File: config.mk
export PLATFORM = sky130hd
export DESIGN_NAME = call_stack
export DESIGN_NICKNAME = d
export VERILOG_FILES = /design/src/rtl/call_stack.sv
export SDC_FILE = /design/constraint.sdc
export NUM_CORES = 1
export LEC_CHECK = 0
export ABC_AREA = 1
export CAP_MARGIN = 20
export CORE_ASPECT_RATIO = 1.25
export CORE_MARGIN = 4
export CORE_UTILIZATION = 45
export CTS_CLUSTER_SIZE = 30
export DETAILED_ROUTE_END_ITERATION = 16
export GPL_TIMING_DRIVEN = 0
export HOLD_SLACK_MARGIN = 0.12
export PLACE_DENSITY = 0.6
export SYNTH_ARGS = -nofsm -noshare
export SYNTH_HDL_FRONTEND = slang
export SYNTH_SLANG_ARGS = --single-unit
File: constraint.sdc
create_clock -name clk -period 4.3 [get_ports clk]
set_input_delay 0.86 -clock clk [delete_from_list [all_inputs] [get_ports clk]]
set_output_delay 0.86 -clock clk [all_outputs]
set_load 0.02 [all_outputs]
File: src/rtl/call_stack.sv
// ---------------------------------------------------------------------------
// call_stack
//   Hardware return-address stack. Entries are pushed from the decode-stage PC
//   and popped on return. All state updates on the falling edge of clk. The
//   storage array is never reset; only the pointer, the popped-data register and
//   the status flags are.
//
//   DEPTH must be a power of two and at least 2.
//
// Ports
//   clk        clock; state updates on its falling edge
//   rst        asynchronous active-low reset
//   push       write din onto the top of the stack
//   pop        remove the top-of-stack entry into data_out
//   din        value to push
//   data_out   registered value of the most recently popped entry
//   pop_valid  one-cycle pulse: data_out was refreshed by a successful pop
//   tos        current top-of-stack entry, 0 when empty
//   sp         current entry count, 0..DEPTH
//   empty      sp == 0
//   full       sp == DEPTH
//   clr_err    clears the sticky error flags
//   overflow   sticky: a push was rejected on a full stack
//   underflow  sticky: a pop was rejected on an empty stack
// ---------------------------------------------------------------------------
module call_stack #(
    parameter int DATA_W = 19,
    parameter int DEPTH  = 16,
    parameter int ADDR_W = $clog2(DEPTH)
) (
    input  logic              clk,
    input  logic              rst,
    input  logic              push,
    input  logic              pop,
    input  logic [DATA_W-1:0] din,
    output logic [DATA_W-1:0] data_out,
    output logic              pop_valid,
    output logic [DATA_W-1:0] tos,
    output logic [ADDR_W:0]   sp,
    output logic              empty,
    output logic              full,
    input  logic              clr_err,
    output logic              overflow,
    output logic              underflow
);

    localparam logic [ADDR_W:0]   SP_ONE  = (ADDR_W+1)'(1);
    localparam logic [ADDR_W:0]   SP_MAX  = (ADDR_W+1)'(DEPTH);
    localparam logic [ADDR_W-1:0] IDX_ONE = ADDR_W'(1);

    logic [DATA_W-1:0] mem [DEPTH];

    logic [ADDR_W-1:0] top_idx;
    logic [ADDR_W-1:0] wr_idx;
    logic              wr_new;
    logic              wr_replace;
    logic              pop_ok;
    logic              pop_only;
    logic              push_rej;
    logic              pop_rej;
    logic              mem_we;

    // Pointer update clamped to 0..DEPTH; the decode never asks for a step
    // beyond the ends, but the clamp keeps sp from wrapping regardless.
    function automatic logic [ADDR_W:0] sp_step(input logic [ADDR_W:0] cur,
                                                input logic            inc,
                                                input logic            dec);
        logic [ADDR_W:0] nxt;
        nxt = cur;
        if (inc && !dec && cur != SP_MAX)
            nxt = cur + SP_ONE;
        else if (dec && !inc && cur != '0)
            nxt = cur - SP_ONE;
        return nxt;
    endfunction

    // Operation decode (combinational from sp and the request lines).
    // With sp == DEPTH the low ADDR_W bits wrap to 0, so top_idx still lands
    // on DEPTH-1.
    always_comb begin
        top_idx    = sp[ADDR_W-1:0] - IDX_ONE;
        empty      = (sp == '0);
        full       = (sp == SP_MAX);
        // Push together with pop on an empty stack degrades to a plain push.
        wr_new     = push && (!pop || empty) && !full;
        wr_replace = push && pop && !empty;
        pop_ok     = pop && !empty;
        pop_only   = pop && !push && !empty;
        push_rej   = push && !pop && full;
        pop_rej    = pop && !push && empty;
        mem_we     = wr_new || wr_replace;
        wr_idx     = wr_replace ? top_idx : sp[ADDR_W-1:0];
        tos        = empty ? '0 : mem[top_idx];
    end

    // Storage array: no reset, contents beyond sp are don't-care.
    always_ff @(negedge clk) begin
        if (mem_we)
            mem[wr_idx] <= din;
    end

    // Control and status registers.
    always_ff @(negedge clk or negedge rst) begin
        if (!rst) begin
            sp        <= '0;
            data_out  <= '0;
            pop_valid <= 1'b0;
            overflow  <= 1'b0;
            underflow <= 1'b0;
        end else begin
            sp        <= sp_step(sp, wr_new, pop_only);
            pop_valid <= pop_ok;
            if (pop_ok)
                data_out <= mem[top_idx];
            // A fresh error wins over a clear on the same edge.
            if (push_rej)
                overflow <= 1'b1;
            else if (clr_err)
                overflow <= 1'b0;
            if (pop_rej)
                underflow <= 1'b1;
            else if (clr_err)
                underflow <= 1'b0;
        end
    end

endmodule

==> flow_summary_export.csv, run 1 <==
group,metric,value,unit
run_status,outcome,"finished with violations",
run_status,violations,"setup timing",
floorplanning,ioPinCount,72,
floorplanning,core,0.0318,mm^2
global_routing,antenna_found_initial,0,
power_and_ir_drop,report.power.total,18.5,mW
floorplanning,placementRows,73,
yosys,ys.flop_type,"edfxtp_1",
clock_network,numCtsBuffers,36,
floorplanning,die_w,168,um
yosys,synth_top_family_by_area,"simple AND/OR/NAND/NOR gates",
clock_network,htreeDepth,2,
final_layout,nets,1951,
sta,max_slew_margin,47.3,%
clock_network,clockBufferDepth,3,
yosys,ys_ff_latch,331,
global_routing,grt_pass1_wl,66500,um
worst_setup_path,critPathCaptureType,"primary output",
sta,setup_viol,24,
route,totalWireLength,43500,um
floorplanning,dieArea,0.0351,mm^2
clock_network,insertion_delay,0.60,ns
yosys,yosys_warnings,0,
final_layout,antenna_cells,0,
floorplanning,die_height,208,um
global_routing,overflow,0,
worst_setup_path,cp_common_cell,"buf_12",
final_layout,drive_above_1_share,19.6,%
yosys,yosys.area_share.adder,0.571,%
yosys,synth-edff-count,304,
job,drv_cap,0,
global_routing,track_usage,24.9,%
worst_setup_path,path_cells,"inv_2 > buf_8 > buf_12 > ha_4 > buf_12 > buf_8 > buf_12 > nand3_4 > nand3_2 > nand3_2 > a21oi_4 > buf_6",
placed_design,gp_congestion,0.846,
yosys,yosys.area_share.simple,21.7,%
clock_network,clock-sinks,331,
yosys,synthTopCellsByCount,"nand2_1, edfxtp_1, inv_1",
power_and_ir_drop,p_per_area,901,mW/mm^2
global_routing,grt_pass1_vias,12600,
route,drtIter0Drc,991,
yosys,synth_area,0.0145,mm^2
worst_setup_path,worstSetupPathType,"register to primary output",
final_layout,area_growth,41.7,%
yosys,ys_top_cells_by_area,"edfxtp_1, nand2_1, nand3_1, inv_1, dfrtn_1",
sta,slew_viol_final,0,
route,wl_per_cell,18.4,um
worst_setup_path,critPathMaxStageDelay,0.50,ns
yosys,synth-xor-area-share,0.303,%
worst_hold_path,hold_path_class,"register to register",
clock_network,cts-root-buf,"clkbuf_16",
global_routing,grt_start_max_net_pins,22,
yosys,yosysTopAreaCell,"edfxtp_1",
yosys,synth-compound-area-share,1.13,%
yosys,syn-num-nets,1470,
route,vias,11800,
placed_design,io_buffers,71,
sta,fin_tns_setup,-29.23,ns
worst_setup_path,cp_slowest_cell,"dfrtn_1",
sta,hold_violations,0,
yosys,synth.distinct_cells,24,
route,ant_nets,0,
yosys,avgSynthCellArea,10.0,um^2
yosys,synth.most_common_cell,"nand2_1",
clock_network,path_clk_slew,0.05,ns
worst_setup_path,worstPathArrival,4.94,ns
placed_design,hpwl,25500,um
route,drcViolationCount,0,
worst_setup_path,cp.required,3.44,ns
sta,timing.final.ws_setup,-1.50,ns
yosys,syn_inst,1440,
sta,fin_skew,0.0765,ns
worst_setup_path,path_max_fanout,7,
yosys,synthMuxAreaShare,0,%
sta,worst_pin_slew,0.788,ns
power_and_ir_drop,ir_worst_vdd,0.000585,V
yosys,netlist.area_leader.share,63.1,%
yosys,synth_seq_area_share,67.8,%
placed_design,pre_cts_slack,-1.79,ns
placed_design,dp.cells,1924,
route,firstDrtPassIters,5,
worst_setup_path,start_kind,"register",
clock_network,cts_tree,"built",
sta,rsz0062_at_grt,"true",
final_layout,stdcell_count,2357,
sta,holdWs,0.423,ns
yosys,postSynth.asyncResetShare,8.16,%
final_layout,fill_cells,2503,
route,vias_per_cell,5.02,
floorplanning,start_util,45.5,%
power_and_ir_drop,p_leak,9.89,nW
worst max-delay path, delay by kind of cell (launching register included):
kind                       cells  cell delay (ns)
AOI/OAI and AO/OA              1             0.23
adders and majority gates      1             0.38
buffers and inverters          7             0.90
DFF                            1             0.50
and+or+nand+nor                3             0.21
per-stage QoR:
step | cell area (um^2) | utilization [%]
3_3_place_gp | 16500 | 51.8
2_1_floorplan | 15300 | -
5_1_grt | 20500 | 64.5
4_1_cts | 20300 | 64.0
6_report | 20500 | 64.5
3_5_place_dp | 16500 | 51.9
cell families (layout without fill, tap and decap cells):
family / count (synthesis) / in the layout
AO/OA/AOI/OAI: 32 / 32
XOR/XNOR: 5 / 5
adder cells (fa/ha/maj): 6 / 6
buffers and inverters: 315 / 820
flip-flops: 331 / 331
AND/OR/NAND/NOR: 751 / 751
layout make-up:
type / instances / area (um^2) / area share [%]
Sequential cell: 331 / 9800 / 47.8
Multi-Input combinational cell: 794 / 4680 / 22.8
Timing Repair Buffer: 142 / 1690 / 8.26
Clock inverter: 327 / 1290 / 6.32
Clock buffer: 39 / 976 / 4.76
Inverter: 244 / 928 / 4.53
Buffer: 68 / 603 / 2.94
Tap cell: 412 / 515 / 2.51
final timing paths:
kind / startpoint / to / slack (ns) / cells past startpoint
min in group asynchronous: rst / data_out[2] / 2.64 / 1
min: data_out[10] / data_out[10] / 0.42 / 2
min reg2reg: data_out[10] / data_out[10] / 0.42 / 2
max: sp[0] / tos[17] / -1.50 / 12
max in group asynchronous: rst / data_out[14] / 1.17 / 2
max reg2reg: sp[0] / mem[11][12] / 1.30 / 13
cells in the final DEF, fill, tap and decap left out, drive strengths merged:
cell	synthesis	final
a21oi	22	22
buf	38	133
bufinv	0	2
clkbuf	32	73
clkdlybuf4s15	0	18
clkdlybuf4s50	0	21
clkinv	0	3
clkinvlp	0	10
dfrtn	27	27
dlygate4sd2	0	4
edfxtp	304	304
fa	1	1
ha	5	5
inv	245	556
nand2	491	491
nand3	240	240
nand4	3	3
nor2	17	17
o21ai	9	9
o32ai	1	1
xnor2	3	3
xor2	2	2
state kept, by name, summed over array words and instances, names as in the netlist:
name and flops:
overflow 1, pop_valid 1, mem 304, underflow 1, data_out 19, sp 5
power breakdown:
group	total [mW]	internal [mW]	switching, mW	leakage [nW]
Sequential	4.07	3.95	0.124	3.08
Clock	4.08	2.12	1.96	2.18
Combinational	10.3	4.13	6.18	4.64
metal layers:
layer / track usage, % / routed length, um / vias up
met5: 0 / 0 / -
met4: 12.1 / 1470 / 0
met3: 6.58 / 2970 / 104
met2: 41.1 / 21700 / 456
met1: 30.2 / 17300 / 5655
li1: - / - / 5616
repair_timing:
item	CTS	global route
gates resized for setup	331	55
buffers inserted	60	7
hold buffers	0	0
pin swaps	49	22
cloned	5	1
endpoints found under the setup margin	356	197
No activity file was read; power rests on OpenSTA's default activity.
==> inputs of run 2 (changes only) <==
--- a/config.mk
+++ b/config.mk
@@ -8,9 +8,8 @@
 export ABC_AREA = 1
 export CAP_MARGIN = 20
 export CORE_ASPECT_RATIO = 1.25
-export CORE_MARGIN = 4
+export CORE_MARGIN = 2
 export CORE_UTILIZATION = 45
-export CTS_CLUSTER_SIZE = 30
 export DETAILED_ROUTE_END_ITERATION = 16
 export GPL_TIMING_DRIVEN = 0
 export HOLD_SLACK_MARGIN = 0.12
==> flow_summary_export.csv, run 2 (synthesis gave the netlist of run 1 again) <==
group,metric,value,unit
final_layout,register_area,0.00980,mm^2
power_and_ir_drop,ir_worst_vdd,0.000792,V
global_routing,grt_pass1_vias,12500,
worst_setup_path,r2r_end,"sp[4]",
power_and_ir_drop,p_leak,9.97,nW
floorplanning,dieArea,0.0336,mm^2
clock_network,clock-sinks,331,
placed_design,dp.cells,1924,
power_and_ir_drop,p_per_area,905,mW/mm^2
worst_hold_path,hold_path_class,"register to register",
worst_setup_path,r2r_cells,18,
final_layout,nets,1951,
final_layout,area_growth,42.5,%
final_layout,fill_cells,2444,
floorplanning,core,0.0318,mm^2
sta,fin_skew,0.0870,ns
run_status,violations,"setup timing",
global_routing,grt_pass1_wl,65300,um
worst_setup_path,cp_slowest_cell,"dfrtn_1",
clock_network,cts_tree,"built",
power_and_ir_drop,switchingPower,8.33,mW
route,drcViolationCount,0,
final_layout,layout_common_cells,"inv_1, nand2_1, edfxtp_1",
worst_setup_path,critPathCaptureType,"primary output",
global_routing,grt_start_max_net_pins,22,
final_layout,stdcell_count,2360,
route,wl_per_cell,18.3,um
sta,setup_viol,23,
floorplanning,die_w,164,um
route,ant_nets,0,
power_and_ir_drop,p_seq_share,21.8,%
job,drv_cap,0,
sta,holdWs,0.423,ns
final_layout,top_regs,"mem (304), data_out (19), sp (5)",
power_and_ir_drop,swShare,44.6,%
final_layout,max_flop_register,"mem",
worst_setup_path,path_cells,"inv_2 > buf_8 > buf_12 > ha_2 > xnor2_2 > clkbuf_4 > nand3_2 > nand3_4 > a21oi_4 > buf_6",
run_status,outcome,"finished with violations",
worst_setup_path,r2r_start,"sp[0]",
placed_design,hpwl,25400,um
placed_design,placed_cell_area,0.0165,mm^2
worst_setup_path,critPathMaxStageDelay,0.50,ns
worst_hold_path,holdCritStartpoint,"data_out[9]",
clock_network,hold_buffers,0,
worst_setup_path,critPathTopFamily,"buffers and inverters",
power_and_ir_drop,p_int,10.3,mW
worst_setup_path,path_max_fanout,10,
worst_setup_path,endpoint,"tos[8]",
worst_setup_path,reg2reg_slack,1.60,ns
floorplanning,start_util,45.5,%
route,vias_per_cell,5.00,
clock_network,cts-root-buf,"clkbuf_16",
final_layout,layout_commonest_cell,"inv_1",
power_and_ir_drop,report.power.total,18.7,mW
floorplanning,die_height,204,um
clock_network,path_clk_slew,0.05,ns
final_layout,drive_above_1_share,20.2,%
route,firstDrtPassIters,5,
route,vias,11800,
worst_hold_path,hold_depth,2,
floorplanning,placementRows,73,
worst_setup_path,critPathLaunch,"sp[0]",
sta,hold_violations,0,
route,drtIter0Drc,1053,
worst_setup_path,cp.depth,10,
final_layout,antenna_cells,0,
global_routing,overflow,0,
clock_network,clockBufferDepth,3,
sta,worst_pin_slew,0.797,ns
global_routing,track_usage,26.3,%
worst_setup_path,worstSetupPathType,"register to primary output",
final_layout,final_area,0.0206,mm^2
placed_design,io_buffers,71,
worst_setup_path,cp.required,3.44,ns
worst_setup_path,start_kind,"register",
sta,max_slew_margin,46.7,%
clock_network,insertion_delay,0.62,ns
sta,slew_viol_final,0,
clock_network,numCtsBuffers,36,
power_and_ir_drop,clkPwrFrac,23.0,%
clock_network,htreeDepth,2,
worst_setup_path,path_buf_inv,5,
final_layout,multi_input_area,0.00468,mm^2
global_routing,antenna_found_initial,0,
floorplanning,ioPinCount,72,
worst_setup_path,worstPathArrival,4.90,ns
placed_design,gp_congestion,0.801,
final_layout,largest_reg_flops,304,
sta,timing.final.ws_setup,-1.46,ns
route,totalWireLength,43100,um
power_and_ir_drop,p_comb_share,55.2,%
sta,rsz0062_at_grt,"true",
placed_design,pre_cts_slack,-1.84,ns
[run 2: layout make-up]
class,instances,area share [%]
clock inverter,330,6.80
multi-input combinational,794,22.7
buffer,67,2.90
inverter,244,4.50
clock buffer,39,4.58
timing repair buffer,143,8.47
tap,412,2.50
sequential,331,47.5
[run 2: worst min-delay path by stage]
stage               slack, ns            to
floorplan                0.55   data_out[0]
global placement         0.42  data_out[10]
detailed placement       0.43  data_out[10]
CTS                      0.42  data_out[10]
global route             0.43   data_out[9]
finish                   0.42   data_out[9]
[run 2: metal layers]
layer / GRT usage [%] / vias up / part of all wire [%]
li1: - / 5612 / -
met1: 31.3 / 5605 / 40
met2: 44.1 / 491 / 50
met3: 5.97 / 102 / 6.7
met4: 14.7 / 0 / 3.5
met5: 0 / - / 0
[run 2: through the flow]
step / util (%) / TNS [ns]
after detailed placement: 51.9 / -388.30
after floorplan: - / -38.44
final: 64.9 / -28.90
after CTS: 64.4 / -27.58
after global routing: 64.9 / -30.00
after global placement: 51.8 / -382.17
[run 2: repair_timing]
item / 4_1_cts / 5_1_grt
pin swaps: 56 / 22
gates cloned: 5 / 0
setup buffers: 62 / 6
resized for setup: 335 / 63
endpoints found under the setup margin: 356 / 198
[run 2: power groups by stage]
stage / Sequential, mW / Combinational [mW] / Clock, mW
finish: 4.07 / 10.3 / 4.28
global route: 4.10 / 10.9 / 4.70
CTS: 4.07 / 9.94 / 4.34
detailed placement: 4.14 / 7.88 / 0.420
global placement: 4.13 / 7.79 / 0.420
floorplan: 4.24 / 4.93 / 0.420
[run 2: tightest hold or removal path, delay by kind of cell, from the launching register on]
family | cells | cell delay (ns)
DFF | 1 | 0.40
and+or+nand+nor | 2 | 0.10
==> inputs of run 3 (changes only) <==
--- a/config.mk
+++ b/config.mk
@@ -12,7 +12,7 @@
 export CORE_UTILIZATION = 45
 export DETAILED_ROUTE_END_ITERATION = 16
 export GPL_TIMING_DRIVEN = 0
-export HOLD_SLACK_MARGIN = 0.12
+export HOLD_SLACK_MARGIN = 0.06
 export PLACE_DENSITY = 0.6
 export SYNTH_ARGS = -nofsm -noshare
 export SYNTH_HDL_FRONTEND = slang
==> results of run 3 <==
Same layout as run 2: the final DEF is identical, and so are final timing and power.
